--- src/rtl/matmul_ctrl.sv ---
// Job sequencer for the 4x4 matmul core: CPU register port, start pulse,
// input/output stream gating with beat counting, tlast generation and interrupt.
module matmul_ctrl #(
  parameter int pADDR_WIDTH = 12,
  parameter int pDATA_WIDTH = 32,
  parameter int N_IN        = 32,
  parameter int N_OUT       = 16
) (
  input  logic                   clk,
  input  logic                   rst_n,
  input  logic                   cfg_we,
  input  logic                   cfg_re,
  input  logic [pADDR_WIDTH-1:0] cfg_addr,
  input  logic [pDATA_WIDTH-1:0] cfg_wdata,
  output logic [pDATA_WIDTH-1:0] cfg_rdata,
  output logic                   cfg_rvalid,
  input  logic                   ss_tvalid,
  input  logic [pDATA_WIDTH-1:0] ss_tdata,
  input  logic                   ss_tlast,
  output logic                   ss_tready,
  output logic                   core_ap_start,
  output logic                   core_ss_tvalid,
  output logic [pDATA_WIDTH-1:0] core_ss_tdata,
  output logic                   core_ss_tlast,
  input  logic                   core_ss_tready,
  input  logic                   core_sm_tvalid,
  input  logic [pDATA_WIDTH-1:0] core_sm_tdata,
  output logic                   core_sm_tready,
  output logic                   sm_tvalid,
  output logic [pDATA_WIDTH-1:0] sm_tdata,
  output logic                   sm_tlast,
  input  logic                   sm_tready,
  output logic                   irq
);

  localparam int IW = $clog2(N_IN + 1);
  localparam int OW = $clog2(N_OUT + 1);
  localparam logic [pADDR_WIDTH-1:0] ADDR_CTRL = pADDR_WIDTH'(12'h000);
  localparam logic [pADDR_WIDTH-1:0] ADDR_CYC  = pADDR_WIDTH'(12'h004);
  localparam logic [pADDR_WIDTH-1:0] ADDR_IRQ  = pADDR_WIDTH'(12'h008);

  typedef enum logic {S_IDLE, S_RUN} state_t;

  state_t                 state_q;
  logic [IW-1:0]          in_cnt_q;
  logic [OW-1:0]          out_cnt_q;
  logic [pDATA_WIDTH-1:0] cyc_cnt_q;
  logic                   irq_en_q;
  logic                   ap_done_q;
  logic                   ap_idle_q;
  logic                   err_q;
  logic                   core_ap_start_q;
  logic [pDATA_WIDTH-1:0] cfg_rdata_q;
  logic                   cfg_rvalid_q;
  logic [pDATA_WIDTH-1:0] rdata_d;

  logic run, in_en, out_en, in_fire, out_fire, in_last, out_last, done_evt;
  logic start_evt, rd_ctrl;
  logic unused_wdata;

  assign run      = (state_q == S_RUN);
  assign in_en    = run && (in_cnt_q < IW'(N_IN));
  assign out_en   = run && (out_cnt_q < OW'(N_OUT));
  assign in_last  = (in_cnt_q == IW'(N_IN - 1));
  assign out_last = (out_cnt_q == OW'(N_OUT - 1));

  assign core_ss_tvalid = in_en & ss_tvalid;
  assign ss_tready      = in_en & core_ss_tready;
  assign core_ss_tdata  = in_en ? ss_tdata : '0;
  assign core_ss_tlast  = in_last;

  assign sm_tvalid      = out_en & core_sm_tvalid;
  assign core_sm_tready = out_en & sm_tready;
  assign sm_tdata       = out_en ? core_sm_tdata : '0;
  assign sm_tlast       = sm_tvalid & out_last;

  assign in_fire   = ss_tvalid & ss_tready;
  assign out_fire  = sm_tvalid & sm_tready;
  assign done_evt  = out_fire & out_last;
  assign start_evt = !run && cfg_we && (cfg_addr == ADDR_CTRL) && cfg_wdata[0];
  assign rd_ctrl   = cfg_re && (cfg_addr == ADDR_CTRL);
  assign unused_wdata = ^cfg_wdata[pDATA_WIDTH-1:1];

  assign core_ap_start = core_ap_start_q;
  assign cfg_rdata     = cfg_rdata_q;
  assign cfg_rvalid    = cfg_rvalid_q;
  assign irq           = ap_done_q & irq_en_q;

  // Read mux sees pre-edge state, so a same-cycle write is not visible.
  always_comb begin
    rdata_d = '0;
    if (cfg_addr == ADDR_CTRL) rdata_d[3:0] = {err_q, ap_idle_q, ap_done_q, run};
    else if (cfg_addr == ADDR_CYC) rdata_d = cyc_cnt_q;
    else if (cfg_addr == ADDR_IRQ) rdata_d[0] = irq_en_q;
  end

  always_ff @(posedge clk or negedge rst_n) begin
    if (!rst_n) begin
      state_q         <= S_IDLE;
      in_cnt_q        <= '0;
      out_cnt_q       <= '0;
      cyc_cnt_q       <= '0;
      irq_en_q        <= 1'b0;
      ap_done_q       <= 1'b0;
      ap_idle_q       <= 1'b1;
      err_q           <= 1'b0;
      core_ap_start_q <= 1'b0;
      cfg_rdata_q     <= '0;
      cfg_rvalid_q    <= 1'b0;
    end else begin
      core_ap_start_q <= start_evt;
      cfg_rvalid_q    <= cfg_re;
      if (cfg_re) cfg_rdata_q <= rdata_d;
      if (cfg_we && (cfg_addr == ADDR_IRQ)) irq_en_q <= cfg_wdata[0];
      // Clear-on-read comes first so a coinciding done-set overrides it.
      if (rd_ctrl) ap_done_q <= 1'b0;
      case (state_q)
        S_IDLE: begin
          if (start_evt) begin
            state_q   <= S_RUN;
            in_cnt_q  <= '0;
            out_cnt_q <= '0;
            cyc_cnt_q <= '0;
            err_q     <= 1'b0;
            ap_done_q <= 1'b0;
            ap_idle_q <= 1'b0;
          end
        end
        S_RUN: begin
          if (cyc_cnt_q != '1) cyc_cnt_q <= cyc_cnt_q + 1'b1;
          if (in_fire) begin
            in_cnt_q <= in_cnt_q + 1'b1;
            if (ss_tlast != in_last) err_q <= 1'b1;
          end
          if (out_fire) out_cnt_q <= out_cnt_q + 1'b1;
          if (done_evt) begin
            state_q   <= S_IDLE;
            ap_done_q <= 1'b1;
            ap_idle_q <= 1'b1;
          end
        end
        default: state_q <= S_IDLE;
      endcase
    end
  end

endmodule

--- config.mk ---
export PLATFORM = sky130hd
export DESIGN_NAME = matmul_ctrl
export DESIGN_NICKNAME = d
export VERILOG_FILES = /design/src/rtl/matmul_ctrl.sv
export SDC_FILE = /design/constraint.sdc
export NUM_CORES = 1
export LEC_CHECK = 0
export BUFFER_PORTS_ARGS = -buffer_cell sky130_fd_sc_hd__clkbuf_2
export CAP_MARGIN = 20
export CORE_ASPECT_RATIO = 1.2
export CORE_MARGIN = 2
export CORE_UTILIZATION = 33
export CTS_BUF_LIST = sky130_fd_sc_hd__clkbuf_8
export DETAILED_ROUTE_END_ITERATION = 16
export PLACE_DENSITY = 0.6
export SETUP_SLACK_MARGIN = 0.05
export SYNTH_ARGS = -nofsm -noshare
export SYNTH_HDL_FRONTEND = slang
export SYNTH_SLANG_ARGS = --single-unit
--- constraint.sdc ---
create_clock -name clk -period 2.6 [get_ports clk]
set_clock_uncertainty 0.05 [all_clocks]
set_input_delay 0.26 -clock clk [delete_from_list [all_inputs] [get_ports clk]]
set_output_delay 0.26 -clock clk [all_outputs]
set_load 0.01 [all_outputs]
==> results.tsv, run 1 <==
metric	value	unit
pin_count	222	
relSlewSlack	58.9	%
async_flop_share	100	%
grt_overflow	0	
finalPower	2.55	mW
antenna_found_initial	0	
rsz0062_at_grt	false	
hpwlAfterDp	9310	µm
busiest_layer	met2	
synth_top_area_share	45.0	%
hold_depth	2	
drive_above_1_share	33.6	%
clock_sinks	82	
whs_endpoint	irq_en_q$_DFFE_PN0P_	
layout.nets	813	
hold_violations	0	
dp_cells	848	
setup_violations	0	
ant_nets	0	
cts_tree	yes	
seqCellArea	2050	µm²
p_seq_share	53.8	%
synth-adder-area-share	1.11	%
cp-end-kind	register	
rows	46	
core	13300	µm²
fin_area	5860	µm²
place.port_buffers	190	
place_ws	282	ps
synth_edf_count	0	
cts.htree.levels	3	
crit_type	reg2reg	
viasPerCell	4.97	
multi_input_area	2150	µm²
synth_common_cells	dfrtp_1 (81), and2_1 (73), nand2_1 (60)	
die-area	14600	µm²
seq_area_frac_synth	45.5	%
chipWidth	111	µm
ys_top_cells_by_area	dfrtp_1 (45%), and2_1 (10%), nand2_1 (5.0%)	
power_density	435	nW/µm²
worstReg2RegStart	cyc_cnt_q[0]$_DFFE_PN0P_	
power.internal	1.91	mW
firstDrtPassIters	4	
fin_crit_sh	91.2	%
clock-root-buffer	clkbuf_8	
switching_share	25.0	%
power.static_leakage	2.97	nW
fin_util	44.1	%
combinationalPowerShare	8.6	%
synth_cell_types	49	
holdCritPathClass	in2reg	
tns	0	ps
maxCapViolations	0	
synth-xor-area-share	1.17	%
cts_max_path_buffers	2	
post-route-drc-count	0	
routed_wirelength	12500	µm
diodes	0	
outcome	finished clean	
maxSlewViolCount	0	
grt_use_met3	3.86	%
clk_pin_slew	80	ps
synthSimpleGateAreaFrac	27.3	%
synthMuxAreaShare	2.72	%
hp-start	cfg_wdata[0]	
layoutNonFillerInstCount	865	
yosysMostFrequentCell	dfrtp_1	
worst_pin_slew	611	ps
cp.arrival	2580	ps
grt_pass1_wl	21000	µm
fill_cells	1345	
clkLatencyLatePin	360	ps
yosysTopAreaCell	dfrtp_1	
drt_iter0_markers	250	
cts_buffers	9	
holdWs	105	ps
period_minus_slack	2370	ps
syn_inst	506	
cp_max_fo	11	
p_clk_share	37.7	%
start_util	33.9	%
synth_fp_nets	627	
areaGrowthSynthToFinish	30.0	%
avgSynthCellArea	8.91	µm²
fmax	422	MHz
r2r_slack	230	ps
die_y	132	µm
synth_flop_cell	dfrtp_1	
use_met1	20.2	%
r2r_end	cyc_cnt_q[31]$_DFFE_PN0P_	
synth_warnings	0	
place_area	5650	µm²
synth_compound_area_share	15.5	%
use_met2	31.0	%
reg2reg_depth	7	
synth_top_family_by_area	simple AND/OR/NAND/NOR gates	
netlist_area	4510	µm²
startpoint_type	register	
grt_pass1_vias	4365	
ir_drop	196	µV
wl_per_cell	14.5	µm
power.switching	0.637	mW
grt_use_total	17.2	%
finalWeightedCongestion	0.864	
fin_ws	229	ps
ys_ff_latch	82	
grt_max_degree	47	
required	2810	ps
num_vias	4295	
-- what timing repair did --
action / in CTS / in global routing
gates resized for setup: 0 / 0
hold buffers: 1 / 0
hold endpoints to repair: 43 / 0
buffers inserted: 0 / 0
-- routing by layer --
layer | share of wire, % | vias up
met4 | 1.3 | 0
met3 | 5.8 | 13
li1 | - | 2118
met1 | 41 | 2025
met2 | 52 | 139
met5 | 0 | -
-- critical path, stage by stage, from the launching register on --
cell and delay [ps]:
dfrtp_1 410, ha_1 250, and4_1 270, nand4_2 170
o31ai_2 320, buf_4 220, nand2_1 300, o211ai_1 280
-- registers in the layout, summed over array words and instances, names as in the netlist, 5 cells and up --
register / flops
in_cnt_q: 6
out_cnt_q: 5
cyc_cnt_q: 32
cfg_rdata: 32
-- cells in the final DEF (no fill, tap or decap), drive strengths merged, types with 2 or more instances in the layout --
cell	count
clkbuf	200
dfrtp	81
and2	73
nand2	60
o21ai	43
inv	43
nand3	19
a31oi	18
buf	16
and4	12
and3	11
nand4	11
nor2	10
a21oi	10
mux2i	10
o22ai	8
a21o	6
nor3	5
a2bb2oi	5
xor2	5
nor2b	4
a41oi	4
ha	4
nor4	4
o31a	3
a22o	3
clkinv	3
a32oi	2
nand2b	2
o211ai	2
mux2	2
a31o	2
or4	2
-- kinds of logic (layout without fill, tap and decap cells) --
family          Yosys count  after routing
xor+xnor                  6              6
compound gates          111            111
fa+ha+maj                 4              4
flops                    82             82
simple gates            217            217
buf+inv                  74            265
mux                      12             12
-- how the worst max path moves through the flow --
stage | startpoint | slack [ps] | depth (start not counted) | end
6_report | cyc_cnt_q[0]$_DFFE_PN0P_ | 230 | 7 | cyc_cnt_q[31]$_DFFE_PN0P_
4_1_cts | cyc_cnt_q[0]$_DFFE_PN0P_ | 240 | 7 | cyc_cnt_q[31]$_DFFE_PN0P_
3_3_place_gp | cfg_addr[5] | 330 | 7 | cyc_cnt_q[27]$_DFFE_PN0P_
2_1_floorplan | cyc_cnt_q[0]$_DFFE_PN0P_ | 620 | 7 | cyc_cnt_q[27]$_DFFE_PN0P_
3_5_place_dp | cyc_cnt_q[0]$_DFFE_PN0P_ | 280 | 7 | cyc_cnt_q[31]$_DFFE_PN0P_
5_1_grt | cyc_cnt_q[0]$_DFFE_PN0P_ | 80 | 7 | cyc_cnt_q[31]$_DFFE_PN0P_
-- power groups by stage --
stage / Combinational, mW / Sequential (mW) / Clock, mW
floorplan: 0.103 / 1.38 / 0
global placement: 0.215 / 1.39 / 0
detailed placement: 0.222 / 1.40 / 0
CTS: 0.223 / 1.37 / 1.00
global route: 0.250 / 1.38 / 1.03
finish: 0.219 / 1.37 / 0.961
-- final cells by class --
type | count | area share [%]
clock inverter | 5 | 0.897
sequential | 82 | 35.0
timing repair buffer | 206 | 18.4
multi-input combinational | 350 | 36.8
clock buffer | 11 | 2.58
tap | 168 | 3.59
inverter | 43 | 2.75
Power figures use the tool's default switching activity.
==> inputs of run 2 (changes only) <==
--- a/config.mk
+++ b/config.mk
@@ -7,12 +7,14 @@
 export LEC_CHECK = 0
 export BUFFER_PORTS_ARGS = -buffer_cell sky130_fd_sc_hd__clkbuf_2
 export CAP_MARGIN = 20
+export CELL_PAD_IN_SITES_DETAIL_PLACEMENT = 0
+export CELL_PAD_IN_SITES_GLOBAL_PLACEMENT = 2
 export CORE_ASPECT_RATIO = 1.2
 export CORE_MARGIN = 2
-export CORE_UTILIZATION = 33
+export CORE_UTILIZATION = 26
 export CTS_BUF_LIST = sky130_fd_sc_hd__clkbuf_8
 export DETAILED_ROUTE_END_ITERATION = 16
-export PLACE_DENSITY = 0.6
+export PLACE_DENSITY = 0.81
 export SETUP_SLACK_MARGIN = 0.05
 export SYNTH_ARGS = -nofsm -noshare
 export SYNTH_HDL_FRONTEND = slang
==> run 2 against run 1 <==
  * Sequential share of layout area down 0.47 points
  * Routed wire length up 2.6%
  * Worst setup slack better by 82 ps
  * Critical path type unchanged
  * Critical endpoint is now cyc_cnt_q[23]$_DFFE_PN0P_
  * Largest power group unchanged
==> results.tsv, run 2 (synthesized netlist as in run 1, its figures left out) <==
metric	value	unit	change
use_met2	24.1	%	-6.9 points
crit_type	reg2reg		
grt_use_met3	2.95	%	-0.91 points
drive_above_1_share	33.4	%	-0.14 points
holdCritPathClass	in2reg		
layout.nets	813		unchanged
fin_area	5940	µm²	+1.3%
maxSlewViolCount	0		unchanged
use_met1	17.2	%	-2.9 points
setup_violations	0		unchanged
pin_count	222		unchanged
maxCapViolations	0		unchanged
routed_wirelength	12800	µm	+2.6%
power_density	432	nW/µm²	-0.80%
combinationalPowerShare	8.7	%	about the same
cp_max_fo	11		unchanged
core	16900	µm²	+27%
clock_sinks	82		unchanged
cp_slowest_cell	o31a_1		
tns	0	ps	unchanged
switching_share	24.4	%	-0.55 points
outcome	finished clean		
die_y	148	µm	+12%
relSlewSlack	57.5	%	-1.4 points
cp.arrival	2490	ps	-90 ps
startpoint_type	register		
post-route-drc-count	0		unchanged
grt_overflow	0		unchanged
viasPerCell	4.72		-4.9%
power.switching	0.627	mW	-1.7%
dp_cells	896		+5.7%
power.static_leakage	2.99	nW	+0.49%
hpwlAfterDp	9520	µm	+2.3%
clk_pin_slew	80	ps	about the same
clock-root-buffer	clkbuf_8		
p_clk_share	37.8	%	about the same
cts_max_path_buffers	2		unchanged
ant_nets	0		unchanged
die-area	18400	µm²	+26%
diodes	0		unchanged
areaGrowthSynthToFinish	31.7	%	
place_area	5720	µm²	+1.3%
num_vias	4311		+0.37%
busiest_layer	met2		
ir_drop	194	µV	-1.1%
wl_per_cell	14.1	µm	-2.8%
fin_crit_sh	88.0	%	-3.2 points
finalWeightedCongestion	0.770		-11%
fmax	437	MHz	+3.6%
worst_pin_slew	638	ps	+26.7 ps
grt_pass1_wl	21200	µm	+1.0%
crit_chain	ha_1 > and4_1 > nand4_2 > o31a_1 > buf_4 > a41oi_1 > a31oi_1		
grt_use_total	14.0	%	-3.2 points
required	2800	ps	about the same
rows	52		+13%
firstDrtPassIters	4		unchanged
cp_num_buf_inv	1		unchanged
period_minus_slack	2290	ps	-82.3 ps
hold_violations	0		unchanged
chipWidth	124	µm	+12%
layoutNonFillerInstCount	913		+5.5%
power.internal	1.94	mW	+1.3%
place.port_buffers	190		unchanged
drt_iter0_markers	181		-28%
mostFrequentLayoutCell	clkbuf_2		
grt_pass1_vias	4247		-2.7%
cp_top_family	compound AO/OA/AOI/OAI gates		
clkLatencyLatePin	370	ps	about the same
cts_setup_buffers	0		unchanged
cts_tree	yes		
antenna_found_initial	0		unchanged
p_seq_share	53.5	%	-0.3 points
cts.htree.levels	3		unchanged
cts_buffers	9		unchanged
final_cell_mix	clkbuf_2 (189), dfrtp_1 (81), and2_1 (73), nand2_1 (59), inv_1 (44)		
cp-end-kind	register		
slowest_delay	490	ps	+80 ps
rsz0062_at_grt	false		
grt_max_degree	48		+2.1%
start_util	26.6	%	-7.3 points
run 2: worst paths after layout:
kind | start | to | slack, ps | depth (start not counted)
worst max-delay path | cyc_cnt_q[0]$_DFFE_PN0P_ | cyc_cnt_q[23]$_DFFE_PN0P_ | 310 | 7
worst min-delay path | cfg_wdata[0] | irq_en_q$_DFFE_PN0P_ | 90 | 2
worst max register to register | cyc_cnt_q[0]$_DFFE_PN0P_ | cyc_cnt_q[23]$_DFFE_PN0P_ | 310 | 7
worst min register to register | ap_idle_q$_DFFE_PN1P_ | ap_idle_q$_DFFE_PN1P_ | 420 | 2
max in group asynchronous | rst_n | ap_idle_q$_DFFE_PN1P_ | 1390 | 3
min in group asynchronous | rst_n | cfg_rdata[26]$_DFFE_PN0P_ | 430 | 2
run 2: routing by layer:
layer / vias to the layer above / routed length [µm]
met5: - / 0
li1: 2120 / -
met4: 0 / 192
met2: 141 / 6530
met3: 17 / 683
met1: 2033 / 5430
run 2: cell type report:
cell class | instances | area [µm²]
clock inverter | 4 | 42.5
fill | 1803 | 11000
sequential | 82 | 2050
tap | 216 | 270
inverter | 43 | 161
clock buffer | 12 | 165
timing repair buffer | 206 | 1090
multi-input combinational | 350 | 2160
run 2: per-stage QoR:
step	setup WS, ps	total power, mW	hold WS [ps]	util, %
2_1_floorplan	621	1.48	-85.6	-
3_3_place_gp	300	1.61	274	33.8
3_5_place_dp	240	1.62	286	33.8
4_1_cts	177	2.60	74.6	35.1
5_1_grt	100	2.70	98.9	35.1
6_report	311	2.56	92.8	35.1
run 2: power groups by stage:
stage                     clock network, mW  logic, mW  registers (mW)
after floorplan                           0      0.103            1.38
after global placement                    0      0.220            1.39
after detailed placement                  0      0.225            1.40
after CTS                              1.01      0.227            1.37
after global routing                   1.06      0.253            1.38
final                                 0.968      0.223            1.37
run 2: timing repair:
item | CTS | global route
resized for setup | 0 | 1
hold buffers | 1 | 0
endpoints found under the hold margin | 46 | 0
setup endpoints to repair | 0 | 11
==> inputs of run 3 (changes only) <==
==> constraint.sdc (replaced) <==
create_clock -name clk -period 2.6 [get_ports clk]
set_clock_uncertainty 0.05 [all_clocks]
set_input_delay 0.39 -clock clk [delete_from_list [all_inputs] [get_ports clk]]
set_output_delay 0.39 -clock clk [all_outputs]
set_load 0.01 [all_outputs]
==> run 3 against run 2 <==
  * The flow now finishes with violations (hold timing)
  * Critical path depth did not move
  * Sequential power barely moved
  * Final area barely moved
  * Total power rose by 2.8%
  * Die area did not move
  * Maximum frequency fell by 2.1%
  * Via count rose by 1.6%
  * Worst hold slack got worse by 100 ps
  * Register-to-register slack got worse by 50 ps
  * Sequential share of layout area barely moved
  * Clock-buffer cell count fell by 1
  * Clock power rose by 7%
  * Critical endpoint is now cyc_cnt_q[31]$_DFFE_PN0P_
  * Largest power group unchanged
  * Highest routed layer unchanged
==> results.tsv, run 3 (synthesized netlist as in run 1, its figures left out) <==
metric	value	unit	change
outcome	finished with violations		
failed_checks	hold timing		
drive_above_1_share	33.2	%	-0.24 points
power_density	444	nW/µm²	+2.8%
die_y	148	µm	unchanged
ant_nets	0		unchanged
worstReg2RegStart	cyc_cnt_q[0]$_DFFE_PN0P_		
diodes	0		unchanged
grt_use_met3	2.73	%	-0.22 points
power.static_leakage	2.99	nW	+0.16%
cp_max_fo	11		unchanged
wl_per_cell	14.0	µm	-0.19%
place_ws	276	ps	+35.1 ps
crit_type	reg2reg		
power.switching	0.631	mW	+0.65%
cts_max_path_buffers	2		unchanged
combinationalPowerShare	8.4	%	-0.3 points
grt_pass1_vias	4398		+3.6%
clkLatencyLatePin	360	ps	about the same
setup_violations	0		unchanged
r2r_slack	260	ps	-50 ps
post-route-drc-count	0		unchanged
grt_pass1_wl	21100	µm	-0.62%
cts_tree	yes		
grt_max_degree	46		-4.2%
hold_violations	11		+11
fmax	428	MHz	-2.1%
fin_util	35.1	%	about the same
p_clk_share	39.6	%	+1.8 points
routed_wirelength	12800	µm	-0.30%
viasPerCell	4.80		+1.8%
clock_sinks	82		unchanged
period_minus_slack	2340	ps	+49.4 ps
use_met1	16.9	%	-0.29 points
busiest_layer	met2		
rows	52		unchanged
num_vias	4382		+1.6%
cts_buffers	9		unchanged
startpoint_type	register		
use_met2	24.1	%	-0.027 points
tns	0	ps	unchanged
worst_pin_slew	616	ps	-21.5 ps
finalWeightedCongestion	0.785		+1.9%
clock-root-buffer	clkbuf_8		
layout.nets	812		-0.12%
start_util	26.6	%	unchanged
firstDrtPassIters	5		+1
cts_hold_buf	0		-1
p_seq_share	52.0	%	-1.5 points
switching_share	23.9	%	-0.52 points
maxSlewViolCount	0		unchanged
chipWidth	124	µm	unchanged
grt_overflow	0		unchanged
ir_drop	239	µV	+23%
pin_count	222		unchanged
cp.arrival	2550	ps	+60 ps
maxCapViolations	0		unchanged
core	16900	µm²	unchanged
grt_use_total	13.7	%	-0.32 points
power.internal	2.01	mW	+3.5%
cts.htree.levels	3		unchanged
drt_iter0_markers	232		+28%
die-area	18400	µm²	unchanged
cts_setup_buffers	0		unchanged
place.port_buffers	190		unchanged
cp-end-kind	register		
final_cell_mix	clkbuf_2 (189), dfrtp_1 (81), and2_1 (73), nand2_1 (60), inv_1 (45)		
required	2810	ps	about the same
r2r_end	cyc_cnt_q[31]$_DFFE_PN0P_		
hpwlAfterDp	9490	µm	-0.34%
fin_ws	262	ps	-49.4 ps
mostFrequentLayoutCell	clkbuf_2		
areaGrowthSynthToFinish	31.8	%	about the same
ctsResizeCount	0		unchanged
holdWs	-11.0	ps	-104 ps
relSlewSlack	58.9	%	+1.4 points
fin_crit_sh	89.9	%	+1.9 points
holdCritPathClass	in2async		
reg2reg_depth	7		unchanged
rsz0062_at_grt	false		
clk_pin_slew	90	ps	about the same
antenna_found_initial	0		unchanged
[run 3: cell count changes in the layout (fill, tap and decap cells not counted), sizes merged]
cell,delta
bufinv,+1
clkinv,-1
dlygate4sd3,-1
clkbuf,-1
inv,+1
[run 3: power by group through the flow]
stage	clock network, mW	logic, mW	registers (mW)
after global placement	0	0.221	1.40
final	1.04	0.221	1.37
after floorplan	0	0.103	1.38
after detailed placement	0	0.227	1.40
after CTS	1.07	0.227	1.37
after global routing	1.14	0.252	1.38
[run 3: how the worst max path moves through the flow]
stage	from	to	slack, ps	cells after the start
after floorplan	cfg_addr[5]	cyc_cnt_q[13]$_DFFE_PN0P_	570	6
after global placement	cfg_addr[5]	cyc_cnt_q[4]$_DFFE_PN0P_	310	8
after detailed placement	cfg_addr[5]	cyc_cnt_q[4]$_DFFE_PN0P_	280	8
after CTS	cyc_cnt_q[0]$_DFFE_PN0P_	cyc_cnt_q[25]$_DFFE_PN0P_	260	7
after global routing	cyc_cnt_q[0]$_DFFE_PN0P_	cyc_cnt_q[25]$_DFFE_PN0P_	70	7
final	cyc_cnt_q[0]$_DFFE_PN0P_	cyc_cnt_q[31]$_DFFE_PN0P_	260	7
[run 3: cell type report]
cell class / instances / area [µm²]
Clock inverter: 5 / 71.3
Timing Repair Buffer: 205 / 1080
Inverter: 43 / 161
Fill cell: 1809 / 11000
Sequential cell: 82 / 2050
Clock buffer: 11 / 151
Multi-Input combinational cell: 350 / 2150
Tap cell: 216 / 270
[run 3: metrics by stage]
step | total power, mW | std cells | hold slack (ps) | area [µm²]
global placement | 1.62 | 896 | 392 | 5720
global route | 2.77 | 912 | 24.4 | 5940
CTS | 2.67 | 912 | 0.420 | 5940
finish | 2.64 | 912 | -11.0 | 5940
detailed placement | 1.62 | 896 | 406 | 5720
floorplan | 1.48 | 506 | 44.4 | 4510
[run 3: routing by layer]
layer | vias up | routed length, µm
li1 | 2116 | -
met1 | 2106 | 5440
met2 | 141 | 6550
met3 | 19 | 637
met4 | 0 | 180
met5 | - | 0
[run 3: critical path, cell delays in order, from the launching register on]
cell      delay [ps]
dfrtp_1          410
ha_1             250
and4_1           260
nand4_2          170
o31ai_2          320
buf_4            220
nand2_1          300
o211ai_1         270
